--- config.mk ---
export PLATFORM = sky130hd
export DESIGN_NAME = ifft_conj_ctrl
export DESIGN_NICKNAME = d
export VERILOG_FILES = /design/src/rtl/ifft_conj_ctrl.sv
export SDC_FILE = /design/constraint.sdc
export NUM_CORES = 1
export LEC_CHECK = 0
export CAP_MARGIN = 20
export CORE_MARGIN = 1.5
export CORE_UTILIZATION = 35
export DETAILED_ROUTE_END_ITERATION = 12
export PLACE_DENSITY = 0.7
export RECOVER_POWER = 25
export SYNTH_ARGS = -nofsm -noshare
export SYNTH_HDL_FRONTEND = slang
export SYNTH_SLANG_ARGS = --single-unit
--- constraint.sdc ---
create_clock -name clk -period 3.25 [get_ports clk]
set_input_delay 0.65 -clock clk [delete_from_list [all_inputs] [get_ports clk]]
set_output_delay 0.65 -clock clk [all_outputs]
set_load 0.02 [all_outputs]
--- src/rtl/ifft_conj_ctrl.sv ---
// Conjugation wrapper that lets a forward-only FFT core also perform IFFTs.
// Each input frame is tagged with a mode at its first sample. IFFT frames get
// their imaginary part negated on the way in; on the way out they are negated
// again and scaled by 1/N. The mode tags ride alongside the core in a 2-deep
// queue, since the core holds at most two frames in flight.
//
//   state    | meaning
//   ---------+-----------------------------------------------------------
//   I_IDLE   | waiting for the first sample of a frame (in_cnt = 0)
//   I_LOAD   | mid-frame on the input side; mode_in is ignored here
//   O_IDLE   | waiting for the first core result of a frame (out_cnt = 0)
//   O_STREAM | mid-frame on the output side, out_mode fixed for the frame
module ifft_conj_ctrl #(
  parameter int DATA_WIDTH = 32,
  parameter int N          = 64,
  parameter int LOG2N      = 6
) (
  input  logic                  clk,
  input  logic                  rst,
  input  logic                  mode_in,
  input  logic                  in_valid,
  input  logic [DATA_WIDTH-1:0] in_r,
  input  logic [DATA_WIDTH-1:0] in_i,
  output logic                  fft_in_valid,
  output logic [DATA_WIDTH-1:0] fft_in_r,
  output logic [DATA_WIDTH-1:0] fft_in_i,
  input  logic                  fft_out_valid,
  input  logic [DATA_WIDTH-1:0] fft_out_r,
  input  logic [DATA_WIDTH-1:0] fft_out_i,
  output logic                  out_valid,
  output logic [DATA_WIDTH-1:0] out_r,
  output logic [DATA_WIDTH-1:0] out_i,
  output logic                  out_last,
  output logic                  busy,
  output logic                  err
);

  localparam int CW = (LOG2N > 0) ? LOG2N : 1;
  localparam logic [CW-1:0] LAST_IDX = CW'(N - 1);
  localparam logic [DATA_WIDTH-1:0] S_MIN = {1'b1, {(DATA_WIDTH-1){1'b0}}};
  localparam logic [DATA_WIDTH-1:0] S_MAX = {1'b0, {(DATA_WIDTH-1){1'b1}}};

  typedef enum logic {I_IDLE, I_LOAD} in_state_e;
  typedef enum logic {O_IDLE, O_STREAM} out_state_e;

  // Two's complement negation clamped so the most negative value maps to max.
  function automatic logic [DATA_WIDTH-1:0] neg_sat(input logic [DATA_WIDTH-1:0] x);
    return (x == S_MIN) ? S_MAX : -x;
  endfunction

  in_state_e             in_state_q;
  logic [CW-1:0]         in_cnt_q;
  logic                  frame_mode_q;
  logic                  fft_in_valid_q;
  logic [DATA_WIDTH-1:0] fft_in_r_q;
  logic [DATA_WIDTH-1:0] fft_in_i_q;

  out_state_e            out_state_q;
  logic [CW-1:0]         out_cnt_q;
  logic                  out_mode_q;
  logic                  out_valid_q;
  logic [DATA_WIDTH-1:0] out_r_q;
  logic [DATA_WIDTH-1:0] out_i_q;
  logic                  out_last_q;

  logic [1:0]            q_mem_q, q_mem_d;
  logic [1:0]            q_cnt_q, q_cnt_d;
  logic                  err_q, err_d;

  logic                  push, pop, push_ok, pop_ok, wr_idx;
  logic                  in_eff_mode, head_mode, out_eff_mode;
  logic signed [DATA_WIDTH-1:0] ifft_r, ifft_i;

  // The first sample of a frame is conjugated according to mode_in directly,
  // because frame_mode is only being captured on that same edge.
  assign in_eff_mode  = (in_state_q == I_IDLE) ? mode_in : frame_mode_q;
  assign push         = in_valid && (in_state_q == I_IDLE);
  assign pop          = fft_out_valid && (out_state_q == O_IDLE);
  assign head_mode    = (q_cnt_q != 2'd0) ? q_mem_q[0] : 1'b0;
  assign out_eff_mode = (out_state_q == O_IDLE) ? head_mode : out_mode_q;

  assign ifft_r = $signed(fft_out_r) >>> LOG2N;
  assign ifft_i = $signed(neg_sat(fft_out_i)) >>> LOG2N;

  // Input FSM: frame counting, mode capture and conjugation towards the core.
  always_ff @(posedge clk or negedge rst) begin
    if (!rst) begin
      in_state_q     <= I_IDLE;
      in_cnt_q       <= '0;
      frame_mode_q   <= 1'b0;
      fft_in_valid_q <= 1'b0;
      fft_in_r_q     <= '0;
      fft_in_i_q     <= '0;
    end else begin
      fft_in_valid_q <= in_valid;
      if (in_valid) begin
        fft_in_r_q <= in_r;
        fft_in_i_q <= in_eff_mode ? neg_sat(in_i) : in_i;
        if (in_state_q == I_IDLE) begin
          frame_mode_q <= mode_in;
        end
        if (in_cnt_q == LAST_IDX) begin
          in_cnt_q   <= '0;
          in_state_q <= I_IDLE;
        end else begin
          in_cnt_q   <= in_cnt_q + CW'(1);
          in_state_q <= I_LOAD;
        end
      end
    end
  end

  // Mode queue next state: pop happens before push so a full queue can
  // accept a new frame in the cycle its oldest entry leaves.
  always_comb begin
    q_mem_d = q_mem_q;
    q_cnt_d = q_cnt_q;
    err_d   = err_q;
    pop_ok  = pop && (q_cnt_q != 2'd0);
    push_ok = push && ((q_cnt_q != 2'd2) || pop_ok);
    wr_idx  = pop_ok ? (q_cnt_q == 2'd2) : (q_cnt_q == 2'd1);
    if (pop && (q_cnt_q == 2'd0)) begin
      err_d = 1'b1;
    end
    if (push && !push_ok) begin
      err_d = 1'b1;
    end
    if (pop_ok) begin
      q_mem_d[0] = q_mem_q[1];
    end
    if (push_ok) begin
      q_mem_d[wr_idx] = frame_mode_in_sel();
    end
    case ({push_ok, pop_ok})
      2'b10:   q_cnt_d = q_cnt_q + 2'd1;
      2'b01:   q_cnt_d = q_cnt_q - 2'd1;
      default: q_cnt_d = q_cnt_q;
    endcase
  end

  // Mode pushed with a new frame is the one sampled at its first sample.
  function automatic logic frame_mode_in_sel();
    return mode_in;
  endfunction

  // Mode queue and sticky error registers.
  always_ff @(posedge clk or negedge rst) begin
    if (!rst) begin
      q_mem_q <= '0;
      q_cnt_q <= '0;
      err_q   <= 1'b0;
    end else begin
      q_mem_q <= q_mem_d;
      q_cnt_q <= q_cnt_d;
      err_q   <= err_d;
    end
  end

  // Output FSM: frame counting, mode pop, de-conjugation and 1/N scaling.
  always_ff @(posedge clk or negedge rst) begin
    if (!rst) begin
      out_state_q <= O_IDLE;
      out_cnt_q   <= '0;
      out_mode_q  <= 1'b0;
      out_valid_q <= 1'b0;
      out_r_q     <= '0;
      out_i_q     <= '0;
      out_last_q  <= 1'b0;
    end else begin
      out_valid_q <= fft_out_valid;
      out_last_q  <= fft_out_valid && (out_cnt_q == LAST_IDX);
      if (fft_out_valid) begin
        if (out_eff_mode) begin
          out_r_q <= ifft_r;
          out_i_q <= ifft_i;
        end else begin
          out_r_q <= fft_out_r;
          out_i_q <= fft_out_i;
        end
        if (out_state_q == O_IDLE) begin
          out_mode_q <= head_mode;
        end
        if (out_cnt_q == LAST_IDX) begin
          out_cnt_q   <= '0;
          out_state_q <= O_IDLE;
        end else begin
          out_cnt_q   <= out_cnt_q + CW'(1);
          out_state_q <= O_STREAM;
        end
      end
    end
  end

  assign fft_in_valid = fft_in_valid_q;
  assign fft_in_r     = fft_in_r_q;
  assign fft_in_i     = fft_in_i_q;
  assign out_valid    = out_valid_q;
  assign out_r        = out_r_q;
  assign out_i        = out_i_q;
  assign out_last     = out_last_q;
  assign err          = err_q;
  assign busy         = (in_state_q == I_LOAD) || (q_cnt_q != 2'd0) ||
                        (out_state_q == O_STREAM);

endmodule

==> results by group <==
Outcome
  • Status: completed

Yosys
  • Yosys top cell area share: 48.45%
  • Distinct cells, synth: 65
  • Post-synth EDFFs: 0
  • Main flop type after synthesis: dfrtp_1
  • Top cells by area, synth: dfrtp_1, nor2_1, mux2_2
  • Nets in the synthesized netlist: 936
  • Mapped cell area: 7851 µm²
  • Post-synth ARST share: 100.0%
  • Number of synthesized register bits: 152
  • Cell count after synthesis: 796
  • Avg Cell Area, Syn: 9.863 µm²
  • Sequential-to-total area share from yosys stat: 48.45%
  • Yosys top cell by area: dfrtp_1
  • Synth warn: 0

Power
  • Power Total: 6592 µW
  • Clk network pwr share: 31.2%
  • Max VDD drop: 342.0 µV
  • Fraction of power consumed by combinational cells: 31.1%
  • Seq pwr share: 37.7%
  • Switching power: 2194 µW
  • P_int: 4398 µW
  • Switching Fraction: 33.28%
  • Lkg Pwr: 0.004522 µW
  • PD cells: 582.0 nW/µm²

Cells and area
  • Nets: 1191
  • Finished Core Util: 51.74%
  • ANT cells: 0
  • Fillcell total: 2034
  • Layout area overhead: 44.27%
  • Layout cell share with drive strength beyond 1: 11.94%

GRT
  • GRT Util Overall: 19.14%
  • Largest net degree at the start of global routing: 126
  • Global-route wire length before repair: 36400 µm
  • GRT Max-Usage Layer: met2
  • Initial antenna violation count: 1
  • Overflow after GRT: 0
  • Grt met2 use: 30.85%
  • Grt met1 use: 25.20%
  • M3 GR Usage: 5.688%
  • Vias in the first global route: 6913

Critical path
  • Reg2reg start: q_cnt_q[0]$_DFFE_PN0P_
  • Crit start category: flip-flop
  • Worst reg-to-reg setup slack: 1.06 ns
  • Reg2reg end: out_i[11]$_DFFE_PN0P_
  • Critical path data arrival time: 1.87 ns
  • Worst setup path startpoint: q_cnt_q[0]$_DFFE_PN0P_
  • R2R cell count: 8
  • Endpoint class of the critical path: output pin
  • Worst-path fanout max: 3
  • Crit path to: busy
  • Crit Path Class: flip-flop to output pin
  • Critical Path RT: 2.60 ns

Clock network
  • Number of gates resized after CTS: 0
  • Hold buffers post-CTS: 0
  • Clock sinks: 152
  • CTS HTree Levels: 4
  • Inserted Clock Buffers: 17
  • CTS tree: done
  • CTS max path bufs: 2
  • Clock tree root driver cell: clkbuf_16
  • Later-pin clock latency in the skew report: 0.42 ns
  • Clock Pin Slew Worst Setup and Hold Paths: 0.06 ns
  • Post-CTS setup buffers: 0

Drt
  • DRT iter0 DRCs: 336
  • DR WL/cell: 16.62 µm
  • Vias per cell: 5.170
  • Final wirelength: 22340 µm
  • First-pass DRT Iterations: 7
  • Drt drc: 0
  • Vias after detailed routing: 6949
  • Post-DRT Antenna Nets: 0

Place
  • Routability cong.: 0.8350
  • Post-detail-place hpwl: 15980 µm
  • PortBufs: 265

Floorplanning
  • Core Area: 21890 µm²
  • Ports: 266
  • Die span in y: 152.8 µm
  • Die ar.: 23340 µm²
  • Initial Utilization: 35.87%
  • Row count: 54
  • Die W: 152.8 µm

Timing
  • Hold Vio Cnt, Final: 0
  • Worst-margin pin slew: 1.474 ns
  • Final max-slew violation count: 0
  • Min Tclk post-route: 2.520 ns
  • Max-slew headroom: 1.711%
  • Clock Skew: 0.009366 ns
  • Achievable frequency: 396.9 MHz
  • Aggregate negative setup slack: 0 ns
  • Post-route clock period utilization: 77.53%
  • Finish-stage setup viols: 0
  • Unrepaired setup endpoints after global routing: no

Worst hold path
  • Hold Startpoint: err$_DFFE_PN0P_
  • Worst min path class: flip-flop to flip-flop

Run
  • Maxcap violations: 0
sequential cells by signal (all words and copies together) (netlist names), 2 cells and up:
signal and flops:
fft_in_r 32, out_cnt_q 6, q_mem_q 2, out_i 32
q_cnt_q 2, in_cnt_q 6, out_r 32, fft_in_i 32
worst min-delay path by stage:
stage	end	slack (ns)	cells after the start
2_1_floorplan	err$_DFFE_PN0P_	0.35	0
3_3_place_gp	err$_DFFE_PN0P_	0.47	1
3_5_place_dp	err$_DFFE_PN0P_	0.47	1
4_1_cts	fft_in_r[26]$_DFFE_PN0P_	0.19	1
5_1_grt	fft_in_i[30]$_DFFE_PN0P_	0.51	1
6_report	err$_DFFE_PN0P_	0.49	1
placed cells by master, fill, tap and decap left out, types with 18 or more instances in the layout:
master and count:
clkdlybuf4s50_1 262, dfrtp_1 152, nor2_1 140, nand2_1 82
a21oi_1 57, mux2_2 38, a31oi_1 35, xnor2_1 35
nor3_1 19, o21ai_0 18
stage by stage:
step	instances	hold slack [ns]	cell area, µm²	setup slack [ns]
2_1_floorplan	796	0.3544	7851	1.070
3_3_place_gp	1312	0.4651	10740	0.3947
3_5_place_dp	1312	0.4726	10740	0.3454
4_1_cts	1344	0.1921	11350	0.6895
5_1_grt	1344	0.5123	11330	0.4338
6_report	1344	0.4871	11330	0.7304
per-layer routing:
| layer | wire [µm] | vias up |
|---|---|---|
| li1 | - | 3333 |
| met1 | 9757 | 3321 |
| met2 | 10450 | 272 |
| met3 | 1826 | 21 |
| met4 | 292 | 2 |
| met5 | 13 | - |
cells in the mapped netlist, types with 3 or more instances:
cell type	count
dfrtp_1	152
nor2_1	140
nand2_1	82
a21oi_1	57
mux2_2	38
a31oi_1	35
xnor2_1	35
clkbuf_1	28
nor3_1	19
o21ai_0	18
inv_1	15
xor2_1	13
nand3_1	11
a221oi_1	9
a221oi_2	9
nand4_1	9
clkbuf_8	7
ha_1	7
nor4_1	7
nand3b_1	6
nor4_4	6
o31ai_1	6
or3_1	6
buf_2	5
and4_1	4
buf_6	4
mux2i_1	4
nand4b_1	4
a41o_1	3
a41oi_1	3
and3_1	3
nor3_2	3
o22ai_1	3
or2_2	3
or4_1	3
or4_4	3
cell families after synthesis:
| kind of cell | count (synthesis) | synth area share, % |
|---|---|---|
| compound gates | 163 | 14.31 |
| buf+inv | 62 | 4.366 |
| flops | 152 | 48.45 |
| fa+ha+maj | 7 | 1.115 |
| simple gates | 322 | 20.45 |
| xor+xnor | 48 | 5.355 |
| mux | 42 | 5.960 |
power by group through the flow:
stage / combinational [µW] / sequential, µW / clock [µW]
global placement: 2050 / 2500 / 0
floorplan: 785 / 2790 / 0
finish: 2050 / 2480 / 2060
global route: 2230 / 2530 / 2190
detailed placement: 2070 / 2510 / 0
CTS: 2080 / 2480 / 2110
critical path: stages (launching register included):
cell             delay, ns
dfrtp_1               0.39
inv_1                 0.07
ha_1                  0.23
nand3b_1              0.09
clkdlybuf4s50_1       0.68
area by class of cell:
cell class	instances	area (µm²)	share of cell area, %
Tap cell	280	350.3	3.093
Multi-Input combinational cell	582	3714	32.78
Inverter	15	56.30	0.4971
Clock inverter	15	181.4	1.602
Clock buffer	17	425.4	3.756
Timing Repair Buffer	283	2796	24.69
Sequential cell	152	3804	33.58
Power figures use the tool's default switching activity.
